<file path="src/rtl/uart_frame_bridge_if.sv">
// Byte/frame handshake bundle between the UART bridge and its surroundings.
// The slave modport is the bridge's view; master is the core/UART side.
interface uart_frame_bridge_if #(
  parameter int NBYTES = 8
) ();
  localparam int CW = $clog2(NBYTES + 1);

  logic                  rx_strobe;
  logic [7:0]            rx_byte;
  logic [NBYTES*8-1:0]   frame_data;
  logic                  frame_valid;
  logic                  frame_err;
  logic [CW-1:0]         rx_count;
  logic                  loopback;
  logic [NBYTES*8-1:0]   tx_frame_data;
  logic                  tx_frame_valid;
  logic                  tx_frame_ready;
  logic [7:0]            tx_byte;
  logic                  tx_start;
  logic                  tx_busy;
  logic                  lb_overflow;

  modport slave (
    input  rx_strobe, rx_byte, loopback, tx_frame_data, tx_frame_valid, tx_busy,
    output frame_data, frame_valid, frame_err, rx_count, tx_frame_ready,
           tx_byte, tx_start, lb_overflow
  );

  modport master (
    output rx_strobe, rx_byte, loopback, tx_frame_data, tx_frame_valid, tx_busy,
    input  frame_data, frame_valid, frame_err, rx_count, tx_frame_ready,
           tx_byte, tx_start, lb_overflow
  );
endinterface

</file>
<file path="src/rtl/uart_frame_bridge.sv">
// Packs received UART bytes into NBYTES-wide frames, serialises frames back out
// to the transmitter, and optionally loops received frames back through a 1-deep buffer.
module uart_frame_bridge #(
  parameter int NBYTES      = 8,
  parameter int TIMEOUT_CYC = 100000,
  parameter bit MSB_FIRST   = 1'b0
) (
  input logic clk,
  input logic rst,
  uart_frame_bridge_if.slave bus
);
  localparam int FW = NBYTES * 8;
  localparam int CW = $clog2(NBYTES + 1);
  localparam int XW = $clog2(NBYTES);

  // Byte position within a frame -> lane index inside the frame word.
  function automatic int lane_of(input int pos);
    return MSB_FIRST ? (NBYTES - 1 - pos) : pos;
  endfunction

  // ---------------------------------------------------------------- RX
  logic [FW-1:0] acc;
  logic [FW-1:0] acc_next;
  logic          rx_last;
  logic          rx_done;
  logic          expire;

  // NOTE: every output of an always_comb gets a default first, so no path leaves it unassigned and no latch is inferred.
  always_comb begin
    acc_next = acc;
    acc_next[8*lane_of(int'(bus.rx_count)) +: 8] = bus.rx_byte;
  end

  assign rx_last = (bus.rx_count == CW'(NBYTES - 1));
  assign rx_done = bus.rx_strobe && rx_last;

  if (TIMEOUT_CYC > 0) begin : g_timeout
    localparam int IW = (TIMEOUT_CYC > 1) ? $clog2(TIMEOUT_CYC) : 1;
    logic [IW-1:0] idle_cnt;

    // A strobe in the expiry cycle masks the timeout, so the byte is kept.
    assign expire = !bus.rx_strobe && (bus.rx_count != '0) &&
                    (idle_cnt == IW'(TIMEOUT_CYC - 1));

    always_ff @(posedge clk or posedge rst) begin
      if (rst) begin
        idle_cnt <= '0;
      end else if (bus.rx_strobe || (bus.rx_count == '0) || expire) begin
        idle_cnt <= '0;
      end else begin
        idle_cnt <= idle_cnt + IW'(1);
      end
    end
  end else begin : g_no_timeout
    assign expire = 1'b0;
  end

  // NOTE: sequential state uses non-blocking assignments so every register sees pre-edge values.
  always_ff @(posedge clk or posedge rst) begin
    if (rst) begin
      acc             <= '0;
      bus.rx_count    <= '0;
      bus.frame_data  <= '0;
      bus.frame_valid <= 1'b0;
      bus.frame_err   <= 1'b0;
    end else begin
      bus.frame_valid <= 1'b0;
      bus.frame_err   <= 1'b0;
      if (bus.rx_strobe) begin
        if (rx_last) begin
          bus.frame_data  <= acc_next;
          bus.frame_valid <= 1'b1;
          bus.rx_count    <= '0;
        end else begin
          acc          <= acc_next;
          bus.rx_count <= bus.rx_count + CW'(1);
        end
      end else if (expire) begin
        bus.rx_count  <= '0;
        bus.frame_err <= 1'b1;
      end
    end
  end

  // ---------------------------------------------------------- loopback
  logic          pend_full;
  logic [FW-1:0] pend_data;
  logic          lb_take;

  // A take and a new completion in the same cycle hand over cleanly: no overflow.
  always_ff @(posedge clk or posedge rst) begin
    if (rst) begin
      pend_full       <= 1'b0;
      pend_data       <= '0;
      bus.lb_overflow <= 1'b0;
    end else begin
      bus.lb_overflow <= 1'b0;
      if (lb_take) begin
        pend_full <= 1'b0;
      end
      if (rx_done && bus.loopback) begin
        if (pend_full && !lb_take) begin
          bus.lb_overflow <= 1'b1;
        end else begin
          pend_data <= acc_next;
          pend_full <= 1'b1;
        end
      end
    end
  end

  // ---------------------------------------------------------------- TX
  typedef enum logic [1:0] {
    S_IDLE,
    S_SEND,
    S_WAIT_HI,
    S_WAIT_LO
  } tx_state_e;

  tx_state_e     state;
  logic [FW-1:0] tx_frame;
  logic [XW-1:0] idx;
  logic          ext_accept;

  assign ext_accept = bus.tx_frame_ready && bus.tx_frame_valid;
  assign lb_take    = (state == S_IDLE) && !ext_accept && bus.loopback && pend_full;

  always_ff @(posedge clk or posedge rst) begin
    if (rst) begin
      state              <= S_IDLE;
      tx_frame           <= '0;
      idx                <= '0;
      bus.tx_byte        <= '0;
      bus.tx_start       <= 1'b0;
      bus.tx_frame_ready <= 1'b0;
    end else begin
      bus.tx_start <= 1'b0;
      case (state)
        S_IDLE: begin
          idx <= '0;
          if (ext_accept) begin
            tx_frame           <= bus.tx_frame_data;
            bus.tx_frame_ready <= 1'b0;
            state              <= S_SEND;
          end else if (lb_take) begin
            tx_frame           <= pend_data;
            bus.tx_frame_ready <= 1'b0;
            state              <= S_SEND;
          end else begin
            bus.tx_frame_ready <= !bus.loopback;
          end
        end
        S_SEND: begin
          if (!bus.tx_busy) begin
            bus.tx_byte  <= tx_frame[8*lane_of(int'(idx)) +: 8];
            bus.tx_start <= 1'b1;
            state        <= S_WAIT_HI;
          end
        end
        S_WAIT_HI: begin
          if (bus.tx_busy) begin
            state <= S_WAIT_LO;
          end
        end
        S_WAIT_LO: begin
          if (!bus.tx_busy) begin
            if (idx == XW'(NBYTES - 1)) begin
              state              <= S_IDLE;
              bus.tx_frame_ready <= !bus.loopback;
            end else begin
              idx   <= idx + XW'(1);
              state <= S_SEND;
            end
          end
        end
        default: state <= S_IDLE;
      endcase
    end
  end
endmodule

</file>
<file path="src/flat_wrapper.sv">
// flat-port wrapper written by rule: the top's interface ports become plain ports
module uart_frame_bridge_flat 
#(
  parameter int NBYTES      = 8,
  parameter int TIMEOUT_CYC = 100000,
  parameter bit MSB_FIRST   = 1'b0
)
  (clk, rst, bus_rx_strobe, bus_rx_byte, bus_loopback, bus_tx_frame_data, bus_tx_frame_valid, bus_tx_busy, bus_frame_data, bus_frame_valid, bus_frame_err, bus_rx_count, bus_tx_frame_ready, bus_tx_byte, bus_tx_start, bus_lb_overflow);
  uart_frame_bridge_if #(.NBYTES(NBYTES)) bus_i ();
  input logic clk;
  input logic rst;
  input wire logic [$bits(bus_i.rx_strobe)-1:0] bus_rx_strobe;
  input wire logic [$bits(bus_i.rx_byte)-1:0] bus_rx_byte;
  input wire logic [$bits(bus_i.loopback)-1:0] bus_loopback;
  input wire logic [$bits(bus_i.tx_frame_data)-1:0] bus_tx_frame_data;
  input wire logic [$bits(bus_i.tx_frame_valid)-1:0] bus_tx_frame_valid;
  input wire logic [$bits(bus_i.tx_busy)-1:0] bus_tx_busy;
  output wire logic [$bits(bus_i.frame_data)-1:0] bus_frame_data;
  output wire logic [$bits(bus_i.frame_valid)-1:0] bus_frame_valid;
  output wire logic [$bits(bus_i.frame_err)-1:0] bus_frame_err;
  output wire logic [$bits(bus_i.rx_count)-1:0] bus_rx_count;
  output wire logic [$bits(bus_i.tx_frame_ready)-1:0] bus_tx_frame_ready;
  output wire logic [$bits(bus_i.tx_byte)-1:0] bus_tx_byte;
  output wire logic [$bits(bus_i.tx_start)-1:0] bus_tx_start;
  output wire logic [$bits(bus_i.lb_overflow)-1:0] bus_lb_overflow;
  assign bus_i.rx_strobe = bus_rx_strobe;
  assign bus_i.rx_byte = bus_rx_byte;
  assign bus_i.loopback = bus_loopback;
  assign bus_i.tx_frame_data = bus_tx_frame_data;
  assign bus_i.tx_frame_valid = bus_tx_frame_valid;
  assign bus_i.tx_busy = bus_tx_busy;
  assign bus_frame_data = bus_i.frame_data;
  assign bus_frame_valid = bus_i.frame_valid;
  assign bus_frame_err = bus_i.frame_err;
  assign bus_rx_count = bus_i.rx_count;
  assign bus_tx_frame_ready = bus_i.tx_frame_ready;
  assign bus_tx_byte = bus_i.tx_byte;
  assign bus_tx_start = bus_i.tx_start;
  assign bus_lb_overflow = bus_i.lb_overflow;
  uart_frame_bridge #(.NBYTES(NBYTES), .TIMEOUT_CYC(TIMEOUT_CYC), .MSB_FIRST(MSB_FIRST)) u_core (.clk(clk), .rst(rst), .bus(bus_i));
endmodule
</file>
<file path="config.mk">
export PLATFORM = sky130hd
export DESIGN_NAME = uart_frame_bridge_flat
export DESIGN_NICKNAME = d
export VERILOG_FILES = /design/src/rtl/uart_frame_bridge_if.sv /design/src/rtl/uart_frame_bridge.sv /design/src/flat_wrapper.sv
export SDC_FILE = /design/constraint.sdc
export NUM_CORES = 1
export LEC_CHECK = 0
export CORE_ASPECT_RATIO = 1.1
export CORE_MARGIN = 3
export CORE_UTILIZATION = 56
export CTS_BUF_LIST = sky130_fd_sc_hd__clkbuf_16
export CTS_CLUSTER_DIAMETER = 120
export CTS_CLUSTER_SIZE = 28
export DETAILED_ROUTE_END_ITERATION = 12
export PLACE_DENSITY = 0.84
export SKIP_LAST_GASP = 1
export SLEW_MARGIN = 20
export SYNTH_ARGS = -nofsm -noshare
export SYNTH_HDL_FRONTEND = slang
export SYNTH_SLANG_ARGS = --single-unit
</file>
<file path="constraint.sdc">
create_clock -name clk -period 11.9 [get_ports clk]
set_clock_uncertainty 0.1 [all_clocks]
set_input_delay 1.19 -clock clk [delete_from_list [all_inputs] [get_ports clk]]
set_output_delay 1.19 -clock clk [all_outputs]
set_load 0.005 [all_outputs]
</file>
==> results.cfg <==
[die]
num_rows = 58
die_y_um = 167
die_w_um = 153
start_util_pct = 57.4
fp.dieArea_um2 = 25600
core_um2 = 23100
io_pins = 159

[routing]
vias = 9449
ant_nets = 0
drtIter0Drc = 865
vias_per_cell = 5.95
post_drt_wl_per_cell_um = 20.9
drc = 0
dr.pass1.iters = 5
routed_wl_mm = 33.2

[clock_tree]
cts_setup_buffers = 0
cts_resized = 0
hold_buffers = 0
cts_buffers = 14
clkSinkCount = 296
root_buffer = clkbuf_16
clock_latency_ns = 0.50
cts_tree = yes
h-tree-depth = 1
clk_pin_slew_ns = 0.11
cts_buffer_depth = 3

[critical_path]
critPathLaunchType = flip-flop
endpoint_kind = flip-flop
r2r-end = u_core.acc[45]
crit_fanout = 25
rr_startpoint = u_core.bus.rx_count[0]
reg2reg_depth = 6
r2r_setup_slack_ns = 7.84
cp.arrival_ns = 4.35
required_ns = 12.19
setup.worst_path.class = reg -> reg

[cells_and_area]
fillers = 1732
antenna_cells = 0
area_delta_synth_final_pct = 16.0
seq_area_um2 = 7410
multi_input_area_um2 = 5480
nets = 1378
drive_gt1_share_pct = 10.1
final_common_cell = dfrtp_1
fin_util_pct = 66.7
layout_common_cells = dfrtp_1, nand2_1, o21ai_0
finalInstanceArea_um2 = 15400

[synthesis]
seq_area_frac_synth_pct = 55.9
syn_inst = 1188
ys_warn_count = 0
syn_area_um2 = 13300
synthDistinctLibCells = 61
synth-seq-cells = 296
syn_area_per_cell_um2 = 11.2
synth_edf_count = 0
synth-main-ff-cell = dfrtp_1
async_reset_ff_share_pct = 100
synth_fp_nets = 1277

[timing]
finalCritPeriodShare_pct = 34.1
finalWorstSetupSlack_ns = 7.84
fin_crit_ns = 4.06
slew-limit-headroom_pct = 20.6
maxSlewViolCount = 0
fmax_mhz = 246
grt_setup_unrepaired = false
hold_viol = 0
worst_slew_pin_slew_ns = 1.19
tns_ns = 0
setup_viol = 0

[power_and_ir_drop]
vdd_ir_drop_max_uv = 127
powerDensity_nw_per_um2 = 214
leakage_nw = 6.56

[global_route]
grt_usage_pct = 25.6
grt_pass1_vias = 9329
antenna_found_initial = 0
grt_overflow_total = 0
grt_max_degree = 129
grt_pass1_wl_mm = 52.2

[placement]
gp_congestion = 0.887
pre_cts_slack_ns = 7.57
port_buffers = 158
post-dp-hpwl_mm = 24.1
postPlaceCellArea_um2 = 15000

[run_status]
status = finished, final reports clean

[hold_path]
worstHoldPathType = reg -> reg
hold_path.startpoint = u_core.g_timeout.idle_cnt[0]
hold_end = u_core.g_timeout.idle_cnt[0]
min_delay_path_depth = 1

[run]
maxCapViolCount = 0
==> how the worst max path moves through the flow <==
| stage | to | start | slack [ns] | cells past startpoint |
|---|---|---|---|---|
| CTS | u_core.acc[50] | u_core.bus.rx_count[0] | 7.73 | 6 |
| global placement | u_core.bus.lb_overflow | bus_rx_strobe | 7.68 | 5 |
| global route | u_core.acc[3] | u_core.bus.rx_count[0] | 7.60 | 6 |
| detailed placement | u_core.bus.lb_overflow | bus_rx_strobe | 7.57 | 5 |
| floorplan | u_core.acc[0] | rst | 2.43 | 1 |
| finish | u_core.acc[45] | u_core.bus.rx_count[0] | 7.84 | 6 |
==> critical path, stage by stage, from the launching register on <==
cell and delay, ns:
dfrtp_1 0.85, clkinv_1 0.47, ha_1 0.57, nand2_1 0.19, a2111oi_4 0.86, and2_1 0.56
mux2_4 0.34
==> state kept, by name, indices dropped and copies added (netlist names) <==
register and count:
u_core.bus.tx_byte 8, u_core.bus.tx_start 1, u_core.state 2, u_core.bus.frame_err 1
u_core.idx 3, u_core.acc 64, u_core.bus.tx_frame_ready 1, u_core.g_timeout.idle_cnt 17
u_core.pend_data 64, u_core.bus.rx_count 4, u_core.pend_full 1, u_core.bus.frame_data 64
u_core.bus.frame_valid 1, u_core.bus.lb_overflow 1, u_core.tx_frame 64
==> synth_stat cells (all sizes together), types with 8 or more instances <==
cell | n | area [um^2]
dfrtp | 296 | 7410
o21ai | 190 | 955
nand2 | 184 | 691
mux2i | 120 | 1200
mux2 | 66 | 773
clkbuf | 55 | 206
nor2 | 50 | 206
a31oi | 32 | 200
buf | 29 | 149
nand3 | 22 | 115
mux4 | 16 | 360
and2 | 13 | 81.3
nor3b | 13 | 103
ha | 11 | 138
inv | 9 | 33.8
nor3 | 8 | 45.0
==> final cells by class <==
class / count / area share (%)
sequential: 296 / 48.2
multi-input combinational: 797 / 35.6
timing repair buffer: 169 / 10.9
clock buffer: 15 / 2.44
tap: 300 / 2.44
inverter: 11 / 0.317
clock inverter: 1 / 0.106
==> per-layer routing <==
layer / up-vias / GRT usage [%] / part of all wire (%)
li1: 4350 / - / -
met1: 4752 / 37.3 / 43
met2: 303 / 41.4 / 47
met3: 44 / 2.97 / 6.4
met4: 0 / 6.78 / 3.0
met5: - / 0 / 0
==> kinds of logic after synthesis <==
kind of cell	Yosys count	synth area share [%]
and+or+nand+nor	324	11.4
DFF	296	55.9
AOI/OAI and AO/OA	248	10.3
muxes	202	17.6
buffers and inverters	95	2.99
xor gates and xnor gates	12	0.793
adders and majority gates	11	1.04
==> where the power goes <==
group	internal, W	switching [W]	leakage, nW
registers	0.00133	0.000261	3.99
clock network	0.000230	0.000308	0.192
logic	0.000564	0.000600	2.38
==> metrics by stage <==
stage	power (W)	std cells	hold WS, ns
4_1_cts	0.00330	1589	0.366
3_3_place_gp	0.00270	1572	0.353
5_1_grt	0.00348	1589	0.394
3_5_place_dp	0.00276	1573	0.354
6_report	0.00329	1589	0.363
2_1_floorplan	0.00225	1188	0.333
No activity file was read; power rests on OpenSTA's default activity.
